## src/rtl/bsg_pkg.sv

```systemverilog
// Shared types and constants for the BSG transmit path: FSM states, line levels,
// register map addresses and BSG_CONTROL bit positions.
package bsg_pkg;

   typedef enum logic [1:0] {IDLE, SHIFT, STOP, HOLD} state_t;

   localparam int FRAME_BITS = 18;

   localparam logic START_LVL = 1'b0;
   localparam logic STOP_LVL  = 1'b1;
   localparam logic IDLE_LVL  = 1'b1;

   localparam logic [7:0] ADDR_CTRL  = 8'h10;
   localparam logic [7:0] ADDR_DATA1 = 8'h11;
   localparam logic [7:0] ADDR_DATA2 = 8'h12;

   localparam int TXEN    = 0;
   localparam int INTMSK  = 1;
   localparam int INTFLAG = 2;
   localparam int STATUS  = 3;

   function automatic logic [7:0] rev8(input logic [7:0] b);
      logic [7:0] r;
      for (int i = 0; i < 8; i++) r[i] = b[7-i];
      return r;
   endfunction

endpackage

```

## src/rtl/bsg_bit_timer.sv

```systemverilog
// Bit-period divider: tick on the last cycle of each BIT_DIV-cycle bit, pre_tick one cycle earlier.
// Counter is held at zero while clear is high, so the first bit after clear is full length.
module bsg_bit_timer #(
   parameter int BIT_DIV = 4
) (
   input  logic clk,
   input  logic rst,
   input  logic clear,
   output logic tick,
   output logic pre_tick
);

   localparam int W = (BIT_DIV > 1) ? $clog2(BIT_DIV) : 1;
   localparam logic [W-1:0] LAST = W'(BIT_DIV - 1);
   localparam logic [W-1:0] PRE  = W'(BIT_DIV - 2);

   logic [W-1:0] div_cnt;

   assign tick     = (div_cnt == LAST);
   // With a one-cycle bit there is no cycle before the terminal one.
   assign pre_tick = (BIT_DIV > 1) && (div_cnt == PRE);

   always_ff @(posedge clk) begin
      if (rst || clear || tick) div_cnt <= '0;
      else                      div_cnt <= div_cnt + W'(1);
   end

endmodule

```

## src/rtl/bsg_tx_sequencer.sv

```systemverilog
// Sends one 18-bit frame (start, data1, data2, stop) per tx_enable assertion; outputs are
// registered, first start-bit cycle follows the enabling edge, frame lasts 18*BIT_DIV cycles.
module bsg_tx_sequencer
   import bsg_pkg::*;
#(
   parameter int BIT_DIV   = 4,
   parameter bit MSB_FIRST = 1'b1
) (
   input  logic       clk,
   input  logic       rst,
   input  logic       tx_enable,
   input  logic       int_mask,
   input  logic       int_clear,
   input  logic [7:0] data1,
   input  logic [7:0] data2,
   output logic       status,
   output logic       int_flag,
   output logic       tx_done,
   output logic       serial_out
);

   localparam logic [4:0] LAST_BIT = 5'(FRAME_BITS - 2);
   localparam logic [4:0] SAT_BIT  = 5'(FRAME_BITS - 1);

   state_t      state;
   logic [4:0]  bit_cnt;
   logic [15:0] shadow;
   logic        tick;
   logic        pre_tick;
   logic        timer_clear;

   assign timer_clear = (state == IDLE) || (state == HOLD);

   bsg_bit_timer #(.BIT_DIV(BIT_DIV)) u_timer (
      .clk      (clk),
      .rst      (rst),
      .clear    (timer_clear),
      .tick     (tick),
      .pre_tick (pre_tick)
   );

   always_ff @(posedge clk) begin
      if (rst) begin
         state      <= IDLE;
         bit_cnt    <= '0;
         shadow     <= '0;
         status     <= 1'b0;
         int_flag   <= 1'b0;
         tx_done    <= 1'b0;
         serial_out <= IDLE_LVL;
      end else begin
         tx_done <= 1'b0;
         if (tx_done && int_mask) int_flag <= 1'b1;
         else if (int_clear)      int_flag <= 1'b0;

         case (state)
            IDLE: begin
               if (tx_enable) begin
                  state      <= SHIFT;
                  bit_cnt    <= '0;
                  // Bytes are pre-reversed for LSB-first so the shifter always drains bit 15.
                  shadow     <= MSB_FIRST ? {data1, data2} : {rev8(data1), rev8(data2)};
                  status     <= 1'b1;
                  serial_out <= START_LVL;
               end
            end
            SHIFT: begin
               if (!tx_enable) begin
                  state      <= IDLE;
                  status     <= 1'b0;
                  serial_out <= IDLE_LVL;
               end else if (tick) begin
                  if (bit_cnt == LAST_BIT) begin
                     state      <= STOP;
                     bit_cnt    <= SAT_BIT;
                     serial_out <= STOP_LVL;
                     tx_done    <= (BIT_DIV == 1);
                  end else begin
                     bit_cnt    <= bit_cnt + 5'd1;
                     serial_out <= shadow[15];
                     shadow     <= {shadow[14:0], 1'b0};
                  end
               end
            end
            STOP: begin
               if (!tx_enable) begin
                  state      <= IDLE;
                  status     <= 1'b0;
                  serial_out <= IDLE_LVL;
               end else if (tick) begin
                  state  <= HOLD;
                  status <= 1'b0;
               end else if (pre_tick) begin
                  // Registered pulse must land on the final stop cycle, so arm it one cycle early.
                  tx_done <= 1'b1;
               end
            end
            HOLD: begin
               if (!tx_enable) state <= IDLE;
            end
            default: state <= IDLE;
         endcase
      end
   end

endmodule

```

## config.mk

```make
export PLATFORM = sky130hd
export DESIGN_NAME = bsg_tx_sequencer
export DESIGN_NICKNAME = d
export VERILOG_FILES = /design/src/rtl/bsg_pkg.sv /design/src/rtl/bsg_bit_timer.sv /design/src/rtl/bsg_tx_sequencer.sv
export SDC_FILE = /design/constraint.sdc
export NUM_CORES = 1
export LEC_CHECK = 0
export CAP_MARGIN = 20
export CORE_MARGIN = 10
export CORE_UTILIZATION = 57
export DETAILED_ROUTE_END_ITERATION = 7
export GPL_ROUTABILITY_DRIVEN = 0
export PLACE_DENSITY = 0.84
export SLEW_MARGIN = 20
export SYNTH_ARGS = -nofsm -noshare
export SYNTH_HDL_FRONTEND = slang
export SYNTH_HIERARCHICAL = 1
export SYNTH_SLANG_ARGS = --single-unit
export TNS_END_PERCENT = 50
```

## constraint.sdc

```tcl
create_clock -name clk -period 4.15 [get_ports clk]
set_input_delay 0.83 -clock clk [delete_from_list [all_inputs] [get_ports clk]]
set_output_delay 0.83 -clock clk [all_outputs]
set_load 0.1 [all_outputs]
```

# After elaboration in Yosys (flattened, before gate mapping)

Cells that the tools add are included.

Add/sub/neg operators: 2
Equal/unequal tests: 16
Mux-type cells: 32
Bitwise gates (word level): 2
Reductions and logical operators: 14

Operator list:

| kind                  | number |
|---|---|
| $mux W16              | 4 |
| $pmux W16 S2          | 1 |
| $mux W5               | 4 |
| $mux W2               | 7 |
| $mux W1               | 12 |
| $ne A2 B2 Y1 const B  | 6 |
| $reduce_and A4 Y1     | 3 |
| $pmux W5 S2           | 1 |
| $reduce_and A5 Y1     | 2 |
| $eq A2 B2 Y1 const B  | 4 |
| $pmux W2 S4           | 1 |
| $ne A3 B2 Y1 const B  | 2 |
| $pmux W1 S3           | 2 |
| $add A5 B1 Y5 const B | 1 |
| $eq A5 B5 Y1 const B  | 1 |
| $reduce_bool A2 Y1    | 2 |
| $reduce_or A4 Y1      | 1 |
| $logic_or A1 B1 Y1    | 3 |
| $ne A3 B3 Y1 const B  | 1 |
| $reduce_bool A3 Y1    | 1 |
| $add A2 B1 Y2 const B | 1 |
| $eq A2 B1 Y1 const B  | 1 |
| $logic_not A2 Y1      | 1 |
| $ne A2 B1 Y1 const B  | 1 |
| other kinds (2)       | 3 |

Register bits: 29
Output and inout port bits: 4
Logic and storage cells: 74

# Depth between registers and ports, before layout

Gate-level depths: netlist of the first run.

Depth in word-level cells: 5
Mapped depth: 8
Mapped depth without buffers: 6

# By module

The synthesis of the first run kept the hierarchy.

Modules (own cells, without submodules):

| module           | times used | cells an instance | area an instance (µm²) | seq. area each (µm²) |
|---|---|---|---|---|
| bsg_tx_sequencer | 1          | 158               | 1517.7                 | 540.5 |
| bsg_bit_timer    | 1          | 7                 | 81.3                   | 40.0 |

# Worst setup path before layout of the first run

OpenSTA, ideal clock, no wires.

Kind: register to output
From: register serial_out
To: output port serial_out
Data arrival time: 0.940 ns
Data required time: 3.320 ns
Setup slack: 2.380 ns
Cell stages (with the launch flop): 1
Path through: dfxtp_1

RTL lines:

| element                  | line                   | RTL |
|---|---|---|
| start: declaration       | bsg_tx_sequencer.sv:19 | `output logic serial_out` |
| start signal: assignment | bsg_tx_sequencer.sv:80 | `serial_out <= shadow[15];` |

No word-level cell between the ends.

# Worst setup path after layout of the first run

From: input port tx_enable
To: register shadow[6]

Cells in the longest elaborated chain, start to end: 2
Elaborated cells on any way between the ends: 3
Classes of those cells: 2 x eq/ne; 1 x reduce/logical

RTL lines:

| element                                | line                   | RTL |
|---|---|---|
| start: declaration                     | bsg_tx_sequencer.sv:11 | `input logic tx_enable,` |
| $ne A2 B2 Y1 (no source line)          | -                      |  |
| $reduce_and A5 Y1 (no source line) (*) | -                      |  |
| end signal: assignment                 | bsg_tx_sequencer.sv:62 | `shadow <= MSB_FIRST ? {data1, data2} : {rev8(data1), rev8(data2)};` |
| end signal: assignment                 | bsg_tx_sequencer.sv:81 | `shadow <= {shadow[14:0], 1'b0};` |
| end: declaration                       | bsg_tx_sequencer.sv:27 | `logic [15:0] shadow;` |

Every way passes the cells marked *; elsewhere a longest branch is shown, timed or not.
A chain may end at the register's enable or synchronous reset.

==> metrics.md, run 1 <==
| Metric | Value |
|---|---|
| Largest net degree at the start of global routing | 31 |
| DP Cell Count | around 210 |
| Final Skew | 7.90 ps |
| Synth Net Count | 196 |
| Initial DRC count | 99 |
| Residual DRC | 0 |
| Seq/Total Area, Yosys | 0.363 |
| CTS Hold Bufs | 0 |
| Clock Tree Buf Depth | 2 |
| Cts bufs inserted | 5 |
| Die area | roughly 5300 um^2 |
| RR Endpoint | shadow[6] |
| Post-cts resize count | 0 |
| Core area | 2710 um^2 |
| Syn Std Cell Area | about 1600 um^2 |
| Status | completed |
| Setup violators final | 0 |
| CTS tree | yes |
| Origin of the critical flop-to-flop path | state[1] |
| Via/cell ratio | approximately 5.7 |
| Critical path class | input port to flop |
| Worst setup EP type | flop |
| Io pins | 25 |
| Clock Pin Slew Worst Setup and Hold Paths | 90 ps |
| PwrDens | 502 nW/um^2 |
| Post-route ant nets | 0 |
| NetSw | 0.368 mW |
| Register-to-register path setup slack | 1520 ps |
| Via count | 1251 |
| Synth Flop Type | dfxtp_1 |
| IO buf count | 24 |
| Slew @ Worst Pin | 987 ps |
| Reg power frac | 0.393 |
| Overall Global Routing Usage | 0.137 |
| Clock Power Share | 0.169 |
| Layout cell share with drive strength beyond 1 | 0.153 |
| First-pass GRT wire length | between 5000 and 6000 um |
| Sw frac | 0.391 |
| Die height | 73.0 um |
| Combinational Power Share | 0.438 |
| Top cell type's share of synthesized area | 0.363 |
| Total setup buffers inserted after CTS | 0 |
| Most frequent cells in the layout | dfxtp_1 (29), nor2_1 (26), clkdlybuf4s50_1 (24), mux2i_1 (17), a211oi_2 (15) |
| H-tree Lvls | 2 |
| Clk sink count | 29 |
| Hold Path Depth | 1 |
| Filler instances | around 230 |
| Vias in the first global route | roughly 1300 |
| Fin crit share | 0.660 |
| FF/Latch Area | slightly below 600 um^2 |
| Hold Path End | u_timer/div_cnt[0] |
| Worst path arrival time | approximately 3000 ps |
| Number of antenna cells inserted | 0 |
| Initial Utilization | 0.590 |
| Worst R2R Path Depth | 7 |
| Cell Rows | 19 |
| Drt wl/cell | 15.0 um |
| HP Class | flop to flop |
| Final Slew Violations | 0 |
| Synth Warn # | 6 |
| Pre-antenna DRT Iters | 4 |
| Final core utilization | 0.692 |
| Worst path required time | 4380 ps |
| NumNets Final | ~220 |
| Rel. slew slack | 0.340 |
| Internal Dissipation | 0.573 mW |
| Final Non-Filler Cells | 220 |
| Syn-to-layout area delta | 17.2% |
| HPWL after DPL | ~2500 um |
| Synth cell types | 37 |
| Synthesized area per cell | approximately 9.7 um^2 |
| Initial antenna violation count | 0 |
| Root Driver | clkbuf_4 |
| TNS Setup | 0 ps |
| EDFF count, synth | 0 |
| Min-delay src | u_timer/div_cnt[0] |
| #FFs+latches synth | 29 |
| Worst VDD drop | ~360 uV |
| Max-Cap Viols | 0 |
| Area of the multi-input gates | just over 900 um^2 |
| Die width | 73.0 um |
| Final worst path period need | ~2700 ps |
| Yosys top cell by area | dfxtp_1 |
| RSZ-0062 raised after global routing | no |
| Syn Inst Count | 165 |
| GRT overflow | 0 |
| Synth async-reset ratio | 0 |
| Final wirelength | 3310 um |
| Top post-synthesis cells by area | dfxtp_1 (36%), a211oi_2 (12%), mux2i_1 (11%) |
| Commonest non-fill, non-tap cell in the layout | dfxtp_1 |
| Crit path launch type | input port |
| Fmax | 365 MHz |
| Leak | about 0.7 nW |
| Worst Path Max Fanout | 30 |
| Clock latency on the worst-skew pair | around 320 ps |
| Final hold vios | 0 |
## state kept, by name, summed over array words and instances (netlist names)
| name | cells |
|---|---|
| state | 2 |
| int_flag | 1 |
| status | 1 |
| shadow | 16 |
| serial_out | 1 |
| tx_done | 1 |
| bit_cnt | 5 |
| u_timer/div_cnt | 2 |
## worst max-delay path: stages
cell and delay, ps:
clkdlybuf4s50_1 750, nand3_1 300, o21ai_4 740, nor2_1 110
a211oi_2 230
## cell usage after synthesis, types with 3 or more instances
cell type / instances
a211oi_2: 15
a21oi_1: 9
buf_4: 4
dfxtp_1: 29
ha_1: 10
inv_1: 10
mux2i_1: 17
nand2b_1: 4
nand3_1: 4
nor2_1: 26
o21ai_0: 3
## worst max path at each step
stage	from	end	cells after the start
finish	tx_enable	shadow[6]	5
detailed placement	tx_enable	shadow[7]	5
floorplan	serial_out	serial_out	0
CTS	tx_enable	shadow[6]	5
global placement	tx_enable	shadow[9]	5
global route	state[1]	shadow[2]	7
## cells by family (layout without fill, tap and decap cells)
logic type / after synthesis / count (layout) / synth area share
compound gates: 40 / 40 / 0.221
fa+ha+maj: 10 / 10 / 0.0782
buf+inv: 20 / 44 / 0.0673
flops: 29 / 29 / 0.363
mux: 19 / 19 / 0.120
simple gates: 47 / 47 / 0.149
## power by group through the flow
stage | registers, mW | logic, mW | clock network, mW
CTS | 0.371 | 0.417 | 0.165
global route | 0.379 | 0.459 | 0.178
floorplan | 0.407 | 0.326 | 0
finish | 0.370 | 0.412 | 0.159
detailed placement | 0.377 | 0.417 | 0
global placement | 0.373 | 0.398 | 0
## metrics by stage
stage / total power, mW / area [um^2] / setup slack, ps / hold slack (ps)
2_1_floorplan: 0.733 / 1600 / 2380 / 426
3_3_place_gp: 0.771 / 1820 / 1200 / 436
3_5_place_dp: 0.794 / 1820 / 1070 / 445
4_1_cts: 0.953 / 1870 / 1400 / 458
5_1_grt: 1.02 / 1870 / 1210 / 493
6_report: 0.942 / 1870 / 1410 / 461
## area by class of cell
cell class                 instances  share of cell area
clock buffer                       6              0.0220
multi-input combinational        116               0.486
sequential                        29               0.310
clock inverter                     2             0.00534
tap                               31              0.0207
inverter                          10              0.0200
timing repair buffer              26               0.136
## metal layers
metal	GRT usage	vias to the layer above	routed length, um
li1	-	638	-
met1	0.150	572	1360
met2	0.232	34	1670
met3	0.0544	7	217
met4	0.0549	0	60
met5	0	-	0
Note: power is estimated with default switching activity, not from simulation.
==> inputs of run 2 (changes only) <==
--- a/config.mk
+++ b/config.mk
@@ -7,10 +7,10 @@
 export LEC_CHECK = 0
 export CAP_MARGIN = 20
 export CORE_MARGIN = 10
-export CORE_UTILIZATION = 57
+export CORE_UTILIZATION = 48
 export DETAILED_ROUTE_END_ITERATION = 7
 export GPL_ROUTABILITY_DRIVEN = 0
-export PLACE_DENSITY = 0.84
+export PLACE_DENSITY = 0.75
 export SLEW_MARGIN = 20
 export SYNTH_ARGS = -nofsm -noshare
 export SYNTH_HDL_FRONTEND = slang
==> constraint.sdc (replaced) <==
create_clock -name clk -period 2.5 [get_ports clk]
set_input_delay 0.5 -clock clk [delete_from_list [all_inputs] [get_ports clk]]
set_output_delay 0.5 -clock clk [all_outputs]
set_load 0.1 [all_outputs]
==> run 2 against run 1 <==
Net effect: via count increased by 1.4%; critical endpoint is now bit_cnt[3]; die area up 13%; register-to-register slack lost 940 ps; design area is 1.9% higher; clock skew about the same; critical path depth up 2; highest routed layer unchanged; clock-buffer cell count stayed put; global-route usage shrank 2.2 points; combinational power increased by 72%.
==> metrics.md, run 2 (same netlist as run 1, synthesis figures left out) <==
| Metric | Value |
|---|---|
| Status | completed |
| GRT overflow | 0 |
| Biggest register | shadow |
| Setup violators final | 0 |
| Critical path class | flop to flop |
| TNS Setup | 0 ps |
| Layout cell share with drive strength beyond 1 | 0.192 |
| Initial DRC count | 120 |
| Final hold vios | 0 |
| Crit path launch type | flop |
| Residual DRC | 0 |
| HP Class | flop to flop |
| First-pass GRT wire length | 5740 um |
| Worst path required time | between 2000 and 3000 ps |
| Clk sink count | 29 |
| Wire length on met3 | between 150 and 200 um |
| Max-Cap Viols | 0 |
| Largest registers | shadow (16), bit_cnt (5) |
| Register-to-register path setup slack | about 580 ps |
| Clock latency on the worst-skew pair | roughly 340 ps |
| NumNets Final | 223 |
| Fmax | ~520 MHz |
| Via/cell ratio | ~5.4 |
| Clock Tree Buf Depth | 2 |
| Post-cts resize count | 0 |
| Vias in the first global route | between 1000 and 1500 |
| Worst path arrival time | ~2200 ps |
| Slew @ Worst Pin | approximately 340 ps |
| IO buf count | 24 |
| Commonest non-fill, non-tap cell in the layout | dfxtp_1 |
| Die width | just under 80 um |
| Rel. slew slack | 0.769 |
| Number of flip-flops in the largest register | 16 |
| Most frequent cells in the layout | dfxtp_1 (29), nor2_1 (26), clkdlybuf4s50_1 (20), mux2i_1 (17), a211oi_2 (15) |
| Final wirelength | ~3400 um |
| Pre-antenna DRT Iters | 4 |
| PwrDens | roughly 830 nW/um^2 |
| Final Slew Violations | 0 |
| Metal2 WL | 1670 um |
| HPWL after DPL | roughly 2600 um |
| Initial antenna violation count | 0 |
| Final Skew | between 8 and 9 ps |
| Final worst slack | 582 ps |
| Post-route ant nets | 0 |
| Via count | approximately 1300 |
| Worst VDD drop | ~450 uV |
| H-tree Lvls | 2 |
| Overall Global Routing Usage | 0.116 |
| Origin of the critical flop-to-flop path | state[1] |
| RSZ-0062 raised after global routing | no |
| Dpl ws | roughly 340 ps |
| Worst Path Max Fanout | 17 |
| Clock Pin Slew Worst Setup and Hold Paths | around 90 ps |
| Core area | approximately 3100 um^2 |
| Largest net degree at the start of global routing | 31 |
| Cell Rows | 20 |
| CTS tree | yes |
| Cts bufs inserted | 5 |
| Worst setup EP type | flop |
| Die height | around 80 um |
| Drt wl/cell | 14.3 um |
| Total setup buffers inserted after CTS | 0 |
| Root Driver | clkbuf_4 |
| Tot Pwr | 1.60 mW |
| Top Layer Used | met4 |
| Die area | about 6000 um^2 |
| Leak | 0.707 nW |
| Number of antenna cells inserted | 0 |
| Fin crit share | 0.767 |
| Met1 WL | 1510 um |
| CTS Hold Bufs | 0 |
| Io pins | 25 |
| Final worst path period need | ~1900 ps |
| Crit path from | state[1] |
| Initial Utilization | 0.511 |
| Min-delay src | u_timer/div_cnt[0] |
| Syn-to-layout area delta | 19.5% |
-- run 2: changes by cell type in the layout (fill, tap and decap cells not counted) --
cell / before / now
clkdlybuf4s50_1: 24 / 20
buf_4: 2 / 10
-- run 2: final timing paths --
kind	to	cells past startpoint
max	bit_cnt[3]	7
min	u_timer/div_cnt[0]	1
max reg2reg	bit_cnt[3]	7
min reg2reg	u_timer/div_cnt[0]	1
-- run 2: report_power, final --
part | internal [mW] | switching (mW)
sequential | 0.558 | 0.0589
combinational | 0.298 | 0.410
clock | 0.107 | 0.163
total | 0.963 | 0.632
-- run 2: cell type report --
class | count | area [um^2]
fillers | 276 | 1220
multi-input cells | 116 | 911
flip-flops and latches | 29 | 581
repair buffers | 30 | 275
well taps | 44 | 55.1
clock buffers | 6 | 41.3
inverters | 10 | 37.5
clock inverters | 2 | 10.0
-- run 2: per-stage QoR --
stage	std cells	hold WS (ps)	instance area, um^2	utilization
finish	237	461	1910	0.611
global route	237	495	1910	0.611
CTS	237	466	1910	0.611
detailed placement	229	453	1860	0.594
global placement	229	436	1860	0.594
floorplan	165	426	1600	-
-- run 2: layer usage --
layer | up-vias | track usage
met1 | 587 | 0.134
met5 | - | 0
met3 | 7 | 0.0484
met4 | 0 | 0.0420
met2 | 28 | 0.187
li1 | 646 | -
-- run 2: critical path, cell delays in order (launching register included) --
cell and delay, ps:
dfxtp_1 370, inv_1 120, ha_1 250, buf_4 290
mux2_2 360, nand2_1 150, a21oi_1 60, a211oi_1 230
==> inputs of run 3 (changes only) <==
==> constraint.sdc (replaced) <==
create_clock -name clk -period 1.7 [get_ports clk]
set_input_delay 0.34 -clock clk [delete_from_list [all_inputs] [get_ports clk]]
set_output_delay 0.34 -clock clk [all_outputs]
set_load 0.1 [all_outputs]
==> run 3 against run 2 <==
Net effect: wire length increased by 6.1%; clock-buffer cell count increased by 1; utilization increased by 5.2 points; register-to-register slack got worse by 520 ps; die area unchanged; total power increased by 70%; worst hold slack got worse by 4.8 ps; cell count increased by 1.7%; global-route usage increased by 0.18 points; via count increased by 4.1%; fmax increased by 17%; sequential power increased by 49%; largest power group unchanged.
==> metrics.md, run 3 (same netlist as run 1, synthesis figures left out) <==
| Metric | Value |
|---|---|
| Status | completed |
| Internal Dissipation | approximately 1.7 mW |
| IO buf count | 24 |
| Worst Path Max Fanout | 6 |
| Die area | between 6000 and 7000 um^2 |
| Post-route ant nets | 0 |
| Drt wl/cell | 14.9 um |
| Rel. slew slack | 0.721 |
| Leak | 0.768 nW |
| Cts bufs inserted | 5 |
| First-pass GRT wire length | around 5800 um |
| Final core utilization | 0.663 |
| NumNets Final | roughly 230 |
| H-tree Lvls | 2 |
| Syn-to-layout area delta | 29.7% |
| Worst setup EP type | flop |
| Via/cell ratio | ~5.5 |
| CP max-delay cell | dfxtp_2 |
| Setup violators final | 0 |
| Initial antenna violation count | 0 |
| WP buf/inv | 1 |
| Die height | between 70 and 80 um |
| HP Class | flop to flop |
| Clock latency on the worst-skew pair | around 340 ps |
| PwrDens | between 1000 and 1500 nW/um^2 |
| Via count | around 1300 |
| Slew @ Worst Pin | about 420 ps |
| M2 GR Usage | 0.178 |
| CTS tree | yes |
| CP delay by family, top | compound AO/OA/AOI/OAI gates |
| Final wirelength | around 3600 um |
| Total setup buffers inserted after CTS | 0 |
| Slowest cell delay on critical path | around 390 ps |
| Crit path launch type | flop |
| Fmax | approximately 600 MHz |
| GRT met3 Usage | 0.0438 |
| Pre-antenna DRT Iters | 6 |
| GR met1 Demand/Resource | 0.133 |
| Root Driver | clkbuf_4 |
| Core area | ~3100 um^2 |
| GRT overflow | 0 |
| Layout cell share with drive strength beyond 1 | 0.228 |
| Combinational Power Share | 0.442 |
| Overall Global Routing Usage | 0.118 |
| Busiest grt layer | met2 |
| Sw frac | 0.360 |
| TNS Setup | 0 ps |
| Io pins | 25 |
| Clk sink count | 29 |
| Final Skew | approximately 13 ps |
| Reg power frac | 0.339 |
| Clock Tree Buf Depth | 2 |
| Worst path arrival time | between 1500 and 2000 ps |
| Largest registers | shadow (16), bit_cnt (5) |
| Number of antenna cells inserted | 0 |
| HPWL after DPL | around 2600 um |
| Die width | 77.7 um |
| Worst VDD drop | 587 uV |
| Number of flip-flops in the largest register | 16 |
| Biggest register | shadow |
| Max-Cap Viols | 0 |
| Final Slew Violations | 0 |
| Largest net degree at the start of global routing | 31 |
| Worst path required time | about 1900 ps |
| Final worst path period need | around 1600 ps |
| Final hold vios | 0 |
| Crit-path cells | inv_1 -> ha_1 -> o21bai_1 -> a31oi_1 -> a31o_2 -> mux2_2 |
| Initial Utilization | 0.511 |
| Residual DRC | 0 |
| Clock Power Share | 0.219 |
| Fin crit share | 0.961 |
| Cell Rows | 20 |
| Critical path class | flop to flop |
| Vias in the first global route | 1203 |
| Clock Pin Slew Worst Setup and Hold Paths | 90 ps |
| NetSw | 0.977 mW |
| Initial DRC count | between 100 and 150 |
| Most frequent cells in the layout | nor2_1 (26), dfxtp_1 (26), clkdlybuf4s50_1 (20), mux2i_1 (17), a211oi_2 (15) |
-- run 3: what timing repair did --
| item | CTS | global route |
|---|---|---|
| cloned | 0 | 1 |
| endpoints found under the setup margin | 14 | 21 |
| pin swaps | 0 | 0 |
| hold buffers | 0 | 0 |
| gates resized for setup | 1 | 5 |
-- run 3: layout make-up --
type | count | area (um^2)
fill | 251 | 1050
multi-input combinational | 116 | 923
tap | 44 | 55.1
inverter | 10 | 37.5
timing repair buffer | 34 | 389
sequential | 29 | 584
clock inverter | 1 | 30.0
clock buffer | 7 | 55.1
-- run 3: routing by layer --
metal / up-vias / part of all wire
met3: 5 / 0.052
met2: 28 / 0.49
met1: 632 / 0.44
li1: 655 / -
met5: - / 0
met4: 0 / 0.018
-- run 3: worst paths after layout --
kind | depth (start not counted) | endpoint | from | slack [ps]
max reg2reg | 6 | state[0] | state[0] | 70
min | 1 | u_timer/div_cnt[0] | u_timer/div_cnt[0] | 460
min reg2reg | 1 | u_timer/div_cnt[0] | u_timer/div_cnt[0] | 460
max | 6 | state[0] | state[0] | 70
-- run 3: power groups by stage --
stage                     clock, mW  combinational [mW]  sequential (mW)
after detailed placement          0                1.12            0.927
after floorplan                   0               0.797            0.994
after global routing          0.646                1.30            0.936
final                         0.594                1.20            0.920
after CTS                     0.606                1.12            0.911
after global placement            0                1.07            0.919
-- run 3: metrics by stage --
stage	worst slack [ps]	hold slack, ps	std cells	power, mW	area [um^2]
2_1_floorplan	125	416	165	1.79	1600
3_3_place_gp	-57.5	433	232	1.99	1940
3_5_place_dp	-95.2	453	232	2.05	1940
4_1_cts	25.0	456	240	2.64	2030
5_1_grt	-19.2	495	241	2.88	2070
6_report	66.2	457	241	2.71	2070
